$ cat src/rtl/kamikaze_execute_pipe.sv
// rtl/kamikaze_execute_pipe.sv - RV32I execute stage with registered valid/ready output and flush
// Define KAMIKAZE_EXEC_MUL_EN to add the iterative shift-add multiplier on func 10.
module kamikaze_execute_pipe #(
  parameter int XLEN      = 32,
  parameter int RF_ADDR_W = 5
) (
  input  logic                 clk_i,
  input  logic                 rst_i,
  input  logic                 valid_i,
  output logic                 ready_o,
  input  logic [XLEN-1:0]      alu_op1_i,
  input  logic [XLEN-1:0]      alu_op2_i,
  input  logic [3:0]           alu_func_i,
  input  logic [XLEN-1:0]      pc_i,
  input  logic [RF_ADDR_W-1:0] rf_rd_i,
  input  logic                 rf_rd_we_i,
  input  logic                 flush_i,
  output logic                 valid_o,
  input  logic                 ready_i,
  output logic [XLEN-1:0]      result_o,
  output logic [XLEN-1:0]      pc_o,
  output logic [RF_ADDR_W-1:0] rf_rd_o,
  output logic                 rf_rd_we_o,
  output logic                 busy_o
);
  localparam int SHW = $clog2(XLEN);
  localparam logic [3:0] F_ADD  = 4'd0;
  localparam logic [3:0] F_SUB  = 4'd1;
  localparam logic [3:0] F_SLL  = 4'd2;
  localparam logic [3:0] F_SLT  = 4'd3;
  localparam logic [3:0] F_SLTU = 4'd4;
  localparam logic [3:0] F_XOR  = 4'd5;
  localparam logic [3:0] F_SRL  = 4'd6;
  localparam logic [3:0] F_SRA  = 4'd7;
  localparam logic [3:0] F_OR   = 4'd8;
  localparam logic [3:0] F_AND  = 4'd9;

  logic                 accept;
  logic                 idle;
  logic                 is_mul;
  logic                 mul_done;
  logic [SHW-1:0]       shamt;
  logic [XLEN-1:0]      alu_res;
  logic [XLEN-1:0]      mul_res;
  logic [XLEN-1:0]      mul_pc;
  logic [RF_ADDR_W-1:0] mul_rd;
  logic                 mul_we;

  logic                 valid_q,  valid_d;
  logic [XLEN-1:0]      result_q, result_d;
  logic [XLEN-1:0]      pc_q,     pc_d;
  logic [RF_ADDR_W-1:0] rd_q,     rd_d;
  logic                 we_q,     we_d;

  assign shamt = alu_op2_i[SHW-1:0];

  always_comb begin
    alu_res = '0;
    case (alu_func_i)
      F_ADD:   alu_res = alu_op1_i + alu_op2_i;
      F_SUB:   alu_res = alu_op1_i - alu_op2_i;
      F_SLL:   alu_res = alu_op1_i << shamt;
      F_SLT:   alu_res = {{(XLEN-1){1'b0}}, ($signed(alu_op1_i) < $signed(alu_op2_i))};
      F_SLTU:  alu_res = {{(XLEN-1){1'b0}}, (alu_op1_i < alu_op2_i)};
      F_XOR:   alu_res = alu_op1_i ^ alu_op2_i;
      F_SRL:   alu_res = alu_op1_i >> shamt;
      F_SRA:   alu_res = $unsigned($signed(alu_op1_i) >>> shamt);
      F_OR:    alu_res = alu_op1_i | alu_op2_i;
      F_AND:   alu_res = alu_op1_i & alu_op2_i;
      default: alu_res = '0;
    endcase
  end

`ifdef KAMIKAZE_EXEC_MUL_EN
  localparam logic [3:0] F_MUL  = 4'd10;
  localparam logic [0:0] S_IDLE = 1'b0;
  localparam logic [0:0] S_MUL  = 1'b1;

  logic [0:0]           state_q,  state_d;
  logic [SHW-1:0]       cnt_q,    cnt_d;
  logic [XLEN-1:0]      mcand_q,  mcand_d;
  logic [XLEN-1:0]      mplier_q, mplier_d;
  logic [XLEN-1:0]      prod_q,   prod_d;
  logic [XLEN-1:0]      mpc_q,    mpc_d;
  logic [RF_ADDR_W-1:0] mrd_q,    mrd_d;
  logic                 mwe_q,    mwe_d;
  logic [XLEN-1:0]      prod_step;

  // One multiplier bit per cycle; the last step feeds the output registers directly.
  assign prod_step = prod_q + (mplier_q[0] ? mcand_q : '0);
  assign idle      = (state_q == S_IDLE);
  assign is_mul    = (alu_func_i == F_MUL);
  assign mul_done  = (state_q == S_MUL) && (&cnt_q);
  assign busy_o    = (state_q == S_MUL);
  assign mul_res   = prod_step;
  assign mul_pc    = mpc_q;
  assign mul_rd    = mrd_q;
  assign mul_we    = mwe_q;

  always_comb begin
    state_d  = state_q;
    cnt_d    = cnt_q;
    mcand_d  = mcand_q;
    mplier_d = mplier_q;
    prod_d   = prod_q;
    mpc_d    = mpc_q;
    mrd_d    = mrd_q;
    mwe_d    = mwe_q;
    if (flush_i) begin
      state_d = S_IDLE;
      cnt_d   = '0;
    end else if (accept && is_mul) begin
      state_d  = S_MUL;
      cnt_d    = '0;
      mcand_d  = alu_op1_i;
      mplier_d = alu_op2_i;
      prod_d   = '0;
      mpc_d    = pc_i;
      mrd_d    = rf_rd_i;
      mwe_d    = rf_rd_we_i;
    end else if (state_q == S_MUL) begin
      prod_d   = prod_step;
      mcand_d  = mcand_q << 1;
      mplier_d = mplier_q >> 1;
      cnt_d    = cnt_q + 1'b1;
      if (&cnt_q) state_d = S_IDLE;
    end
  end

  always_ff @(posedge clk_i or negedge rst_i) begin
    if (!rst_i) begin
      state_q  <= S_IDLE;
      cnt_q    <= '0;
      mcand_q  <= '0;
      mplier_q <= '0;
      prod_q   <= '0;
      mpc_q    <= '0;
      mrd_q    <= '0;
      mwe_q    <= 1'b0;
    end else begin
      state_q  <= state_d;
      cnt_q    <= cnt_d;
      mcand_q  <= mcand_d;
      mplier_q <= mplier_d;
      prod_q   <= prod_d;
      mpc_q    <= mpc_d;
      mrd_q    <= mrd_d;
      mwe_q    <= mwe_d;
    end
  end
`else
  assign idle     = 1'b1;
  assign is_mul   = 1'b0;
  assign mul_done = 1'b0;
  assign busy_o   = 1'b0;
  assign mul_res  = '0;
  assign mul_pc   = '0;
  assign mul_rd   = '0;
  assign mul_we   = 1'b0;
`endif

  assign ready_o = idle && (!valid_q || ready_i) && !flush_i;
  assign accept  = valid_i && ready_o;

  always_comb begin
    valid_d  = valid_q;
    result_d = result_q;
    pc_d     = pc_q;
    rd_d     = rd_q;
    we_d     = we_q;
    if (flush_i) begin
      valid_d = 1'b0;
      we_d    = 1'b0;
    end else if (accept && !is_mul) begin
      valid_d  = 1'b1;
      result_d = alu_res;
      pc_d     = pc_i;
      rd_d     = rf_rd_i;
      we_d     = rf_rd_we_i;
    end else if (mul_done) begin
      valid_d  = 1'b1;
      result_d = mul_res;
      pc_d     = mul_pc;
      rd_d     = mul_rd;
      we_d     = mul_we;
    end else if (valid_q && ready_i) begin
      valid_d = 1'b0;
      we_d    = 1'b0;
    end
  end

  always_ff @(posedge clk_i or negedge rst_i) begin
    if (!rst_i) begin
      valid_q  <= 1'b0;
      result_q <= '0;
      pc_q     <= '0;
      rd_q     <= '0;
      we_q     <= 1'b0;
    end else begin
      valid_q  <= valid_d;
      result_q <= result_d;
      pc_q     <= pc_d;
      rd_q     <= rd_d;
      we_q     <= we_d;
    end
  end

  assign valid_o    = valid_q;
  assign result_o   = result_q;
  assign pc_o       = pc_q;
  assign rf_rd_o    = rd_q;
  assign rf_rd_we_o = we_q && valid_q;

endmodule

$ cat config.mk
export PLATFORM = sky130hd
export DESIGN_NAME = kamikaze_execute_pipe
export DESIGN_NICKNAME = d
export VERILOG_FILES = /design/src/rtl/kamikaze_execute_pipe.sv
export SDC_FILE = /design/constraint.sdc
export NUM_CORES = 1
export LEC_CHECK = 0
export ABC_AREA = 1
export BUFFER_PORTS_ARGS = -buffer_cell sky130_fd_sc_hd__buf_2
export CORE_MARGIN = 2
export CORE_UTILIZATION = 45
export DETAILED_ROUTE_END_ITERATION = 12
export PLACE_DENSITY = 0.73
export SETUP_SLACK_MARGIN = 0.1
export SLEW_MARGIN = 15
export SYNTH_ARGS = -nofsm -noshare
export SYNTH_HDL_FRONTEND = slang
export SYNTH_SLANG_ARGS = --single-unit
export TNS_END_PERCENT = 20
$ cat constraint.sdc
create_clock -name clk_i -period 3.4 [get_ports clk_i]
set_clock_uncertainty 0.1 [all_clocks]
set_input_delay 0.68 -clock clk_i [delete_from_list [all_inputs] [get_ports clk_i]]
set_output_delay 0.68 -clock clk_i [all_outputs]
set_load 0.02 [all_outputs]
==> results.md <==
- Reg-to-reg startpoint: valid_o$_DFFE_PN0P_
- Initial antenna violation count: 3
- Syn Area/Cell: about 5.2 sq um
- CTS tree: yes
- Clock latency on the worst-skew pair: around 0.34 ns
- Total number of vias: ~17000
- CP required: 3.54 ns
- Slowest cell delay on critical path: 0.57 ns
- Crit path cell chain: buf_2 -> clkinv_1 -> ha_1 -> nand2_1 -> nand3_1 -> nand2_1 -> nand2_1 -> nand2_1 -> nand3_1 -> nand4_1 -> nor2_1 -> buf_4 -> nand3_1 -> nand2_1 -> nand2_1
- Placer congestion estimate: approximately 1.1
- Clock Sinks: approximately 70
- P_leak: just under 0.009 uW
- R2r endpoint: result_o[10]$_DFFE_PN0P_
- First-pass GRT wire length: about 96000 um
- P&R area growth vs syn: 14.5%
- Initial core utilization: 0.454
- Max Fclk: around 340 MHz
- Hold_buf cts: 0
- Crit Path Category: input port to flop
- Register area share after synthesis: 0.137
- Via density: roughly 5.8
- Max_slew headroom: 0.458
- Worst ir drop on vdd: ~0.00023 V
- Crit start category: input port
- GRT Overall Usage: 0.422
- Die height: between 150 and 200 um
- Hold crit path type: input port to asynchronous set/reset pin
- Arrival @ worst endpoint: 3.11 ns
- Status: complete, no violations
- Vias in the first global route: between 15000 and 20000
- CP Max Fanout: 9
- Core box area: approximately 28000 sq um
- CTS resizes: 0
- Die area: 30100 sq um
- FF+latch count, synth: 71
- Drt pass-1 iters: 6
- Reg2reg path depth: 8
- Minimum clock period: around 3 ns
- Syn nets: roughly 2700
- Pwr Density: 298 nW/um^2
- Unrepaired setup endpoints after global routing: false
- Routed len/inst: 21.5 um
- Post-DRT Antenna Nets: 0
- Number of remaining DRC errors: 0
- Row cnt: 62
- Slew @ Worst Pin: 0.813 ns
- CTS clock-pin slew for the worst setup and hold paths: ~0.08 ns
- R2R Setup Slk: 1.38 ns
- H-Tree Depth: 3
- Post-CTS Setup Bufs: 0
- Final wirelength: 65000 um
- Die width: ~170 um
- Final nets: 2848
- I/O Buffers: about 180
- Post-Synthesis Cell Area: 12900 sq um
- Half-perimeter wire length after placement: ~54000 um
- Global route overflow: 0
- CP Capture Type: flop
- Fin Setup TNS: 0 ns
- Critical Path End: result_o[7]$_DFFE_PN0P_
- Final setup vio count: 0
- Max Root-Sink Buffers: 2
- Fraction of layout cells with a size suffix above 1: 0.119
- Total power: between 4000 and 5000 uW
- Root Driver: clkbuf_16
- Drt first-iter violations: approximately 2400
- Max cap viols: 0
- Post-synthesis cell type count: between 40 and 50
- Crit path top cell by count: nand2_1
- CP max-delay cell: ha_1
- Post-Syn Instances: between 2000 and 2500
- Fin. Hold Viols: 0
- IO Pins: 184
- CP startpoint: alu_op2_i[2]
- Fin crit share: 0.871
- TritonCTS Buffers: 9
- Synth warnings: 0
- Largest net degree at the start of global routing: 72
- Slew Limit Fails: 0
[layout by cell type (no fill, tap or decap), drive strengths merged, types with 23 or more instances in the layout]
master,instances
buf,264
inv,337
nor3,23
dfrtp,71
a21oi,77
nand2,1000
nor2,186
ha,97
nand4,33
nand3,387
o21ai,68
[routing by layer]
metal  share of wire  vias up  global-route usage
met1            0.41     8117               0.575
met5               0        -                   0
met3            0.10      182              0.0535
met4           0.055        0               0.201
met2            0.44     1069               0.662
li1                -     8129                   -
[cells in the mapped netlist, drive strengths merged]
| library cell | number | area [sq um] |
|---|---|---|
| a211o | 1 | 8.76 |
| a31oi | 1 | 6.26 |
| dfrtp | 71 | 1780 |
| nand2 | 1000 | 3770 |
| nand4 | 33 | 206 |
| a311oi | 1 | 8.76 |
| ha | 97 | 1210 |
| nor3 | 23 | 125 |
| o21a | 1 | 7.51 |
| a211oi | 1 | 7.51 |
| a21oi | 77 | 385 |
| and2 | 16 | 100 |
| o22ai | 13 | 81.3 |
| nand3b | 2 | 15.0 |
| o21bai | 9 | 67.6 |
| or2 | 4 | 25.0 |
| o21ai | 68 | 340 |
| a21boi | 1 | 7.51 |
| nand3 | 387 | 1960 |
| buf | 81 | 430 |
| a221oi | 1 | 8.76 |
| clkinv | 3 | 11.3 |
| fa | 2 | 40.0 |
| conb | 1 | 3.75 |
| xor2 | 3 | 26.3 |
| a21o | 1 | 7.51 |
| nor2 | 186 | 728 |
| clkbuf | 23 | 87.6 |
| o211ai | 16 | 125 |
| o221ai | 4 | 35.0 |
| and3 | 3 | 18.8 |
| o2111ai | 4 | 35.0 |
| inv | 333 | 1250 |
[layout make-up]
type | count | area [sq um]
multi-input cells | 1956 | 9370
flip-flops and latches | 71 | 1780
repair buffers | 264 | 1610
fillers | 3196 | 13700
inverters | 336 | 1260
well taps | 384 | 480
clock inverters | 7 | 63.8
diodes | 2 | 5.00
clock buffers | 9 | 225
[per-stage QoR]
step / cells / instance area (sq um) / hold WS [ns] / worst slack, ns / util
5_1_grt: 3029 / 14800 / 0.277 / 0.274 / 0.520
3_5_place_dp: 3011 / 14500 / 0.360 / 0.131 / 0.509
6_report: 3029 / 14800 / 0.237 / 0.440 / 0.520
2_1_floorplan: 2467 / 12900 / 0.284 / 0.528 / -
3_3_place_gp: 3011 / 14500 / 0.357 / 0.167 / 0.509
4_1_cts: 3027 / 14800 / 0.247 / 0.490 / 0.520
[logic make-up after synthesis]
kind of cell,share of synthesized area
adders and majority gates,0.0970
other,0.000290
xor gates and xnor gates,0.00203
DFF,0.137
buffers and inverters,0.138
AOI/OAI and AO/OA,0.0876
and+or+nand+nor,0.538
[registers in the layout, indices dropped and copies added, names as in the netlist]
name      count
rf_rd_o       5
we_q          1
pc_o         32
result_o     32
valid_o       1
[critical path: cells and delay by family]
kind / cells / cell delay, ns
fa+ha+maj: 1 / 0.57
buf+inv: 3 / 0.50
simple gates: 11 / 1.35
[where the power goes]
part	total, uW	switching, uW	internal [uW]
combinational	2340	1650	692
sequential	1080	97.6	979
clock	990	478	513
[worst min-delay path by stage]
| stage | startpoint | end | depth (start not counted) |
|---|---|---|---|
| after floorplan | rst_i | pc_o[0]$_DFFE_PN0P_ | 0 |
| after global placement | rf_rd_o[1]$_DFFE_PN0P_ | rf_rd_o[1]$_DFFE_PN0P_ | 2 |
| after detailed placement | result_o[3]$_DFFE_PN0P_ | result_o[3]$_DFFE_PN0P_ | 2 |
| after CTS | rst_i | pc_o[4]$_DFFE_PN0P_ | 1 |
| after global routing | rst_i | pc_o[4]$_DFFE_PN0P_ | 1 |
| final | rst_i | result_o[21]$_DFFE_PN0P_ | 1 |
Power figures use the tool's default switching activity.
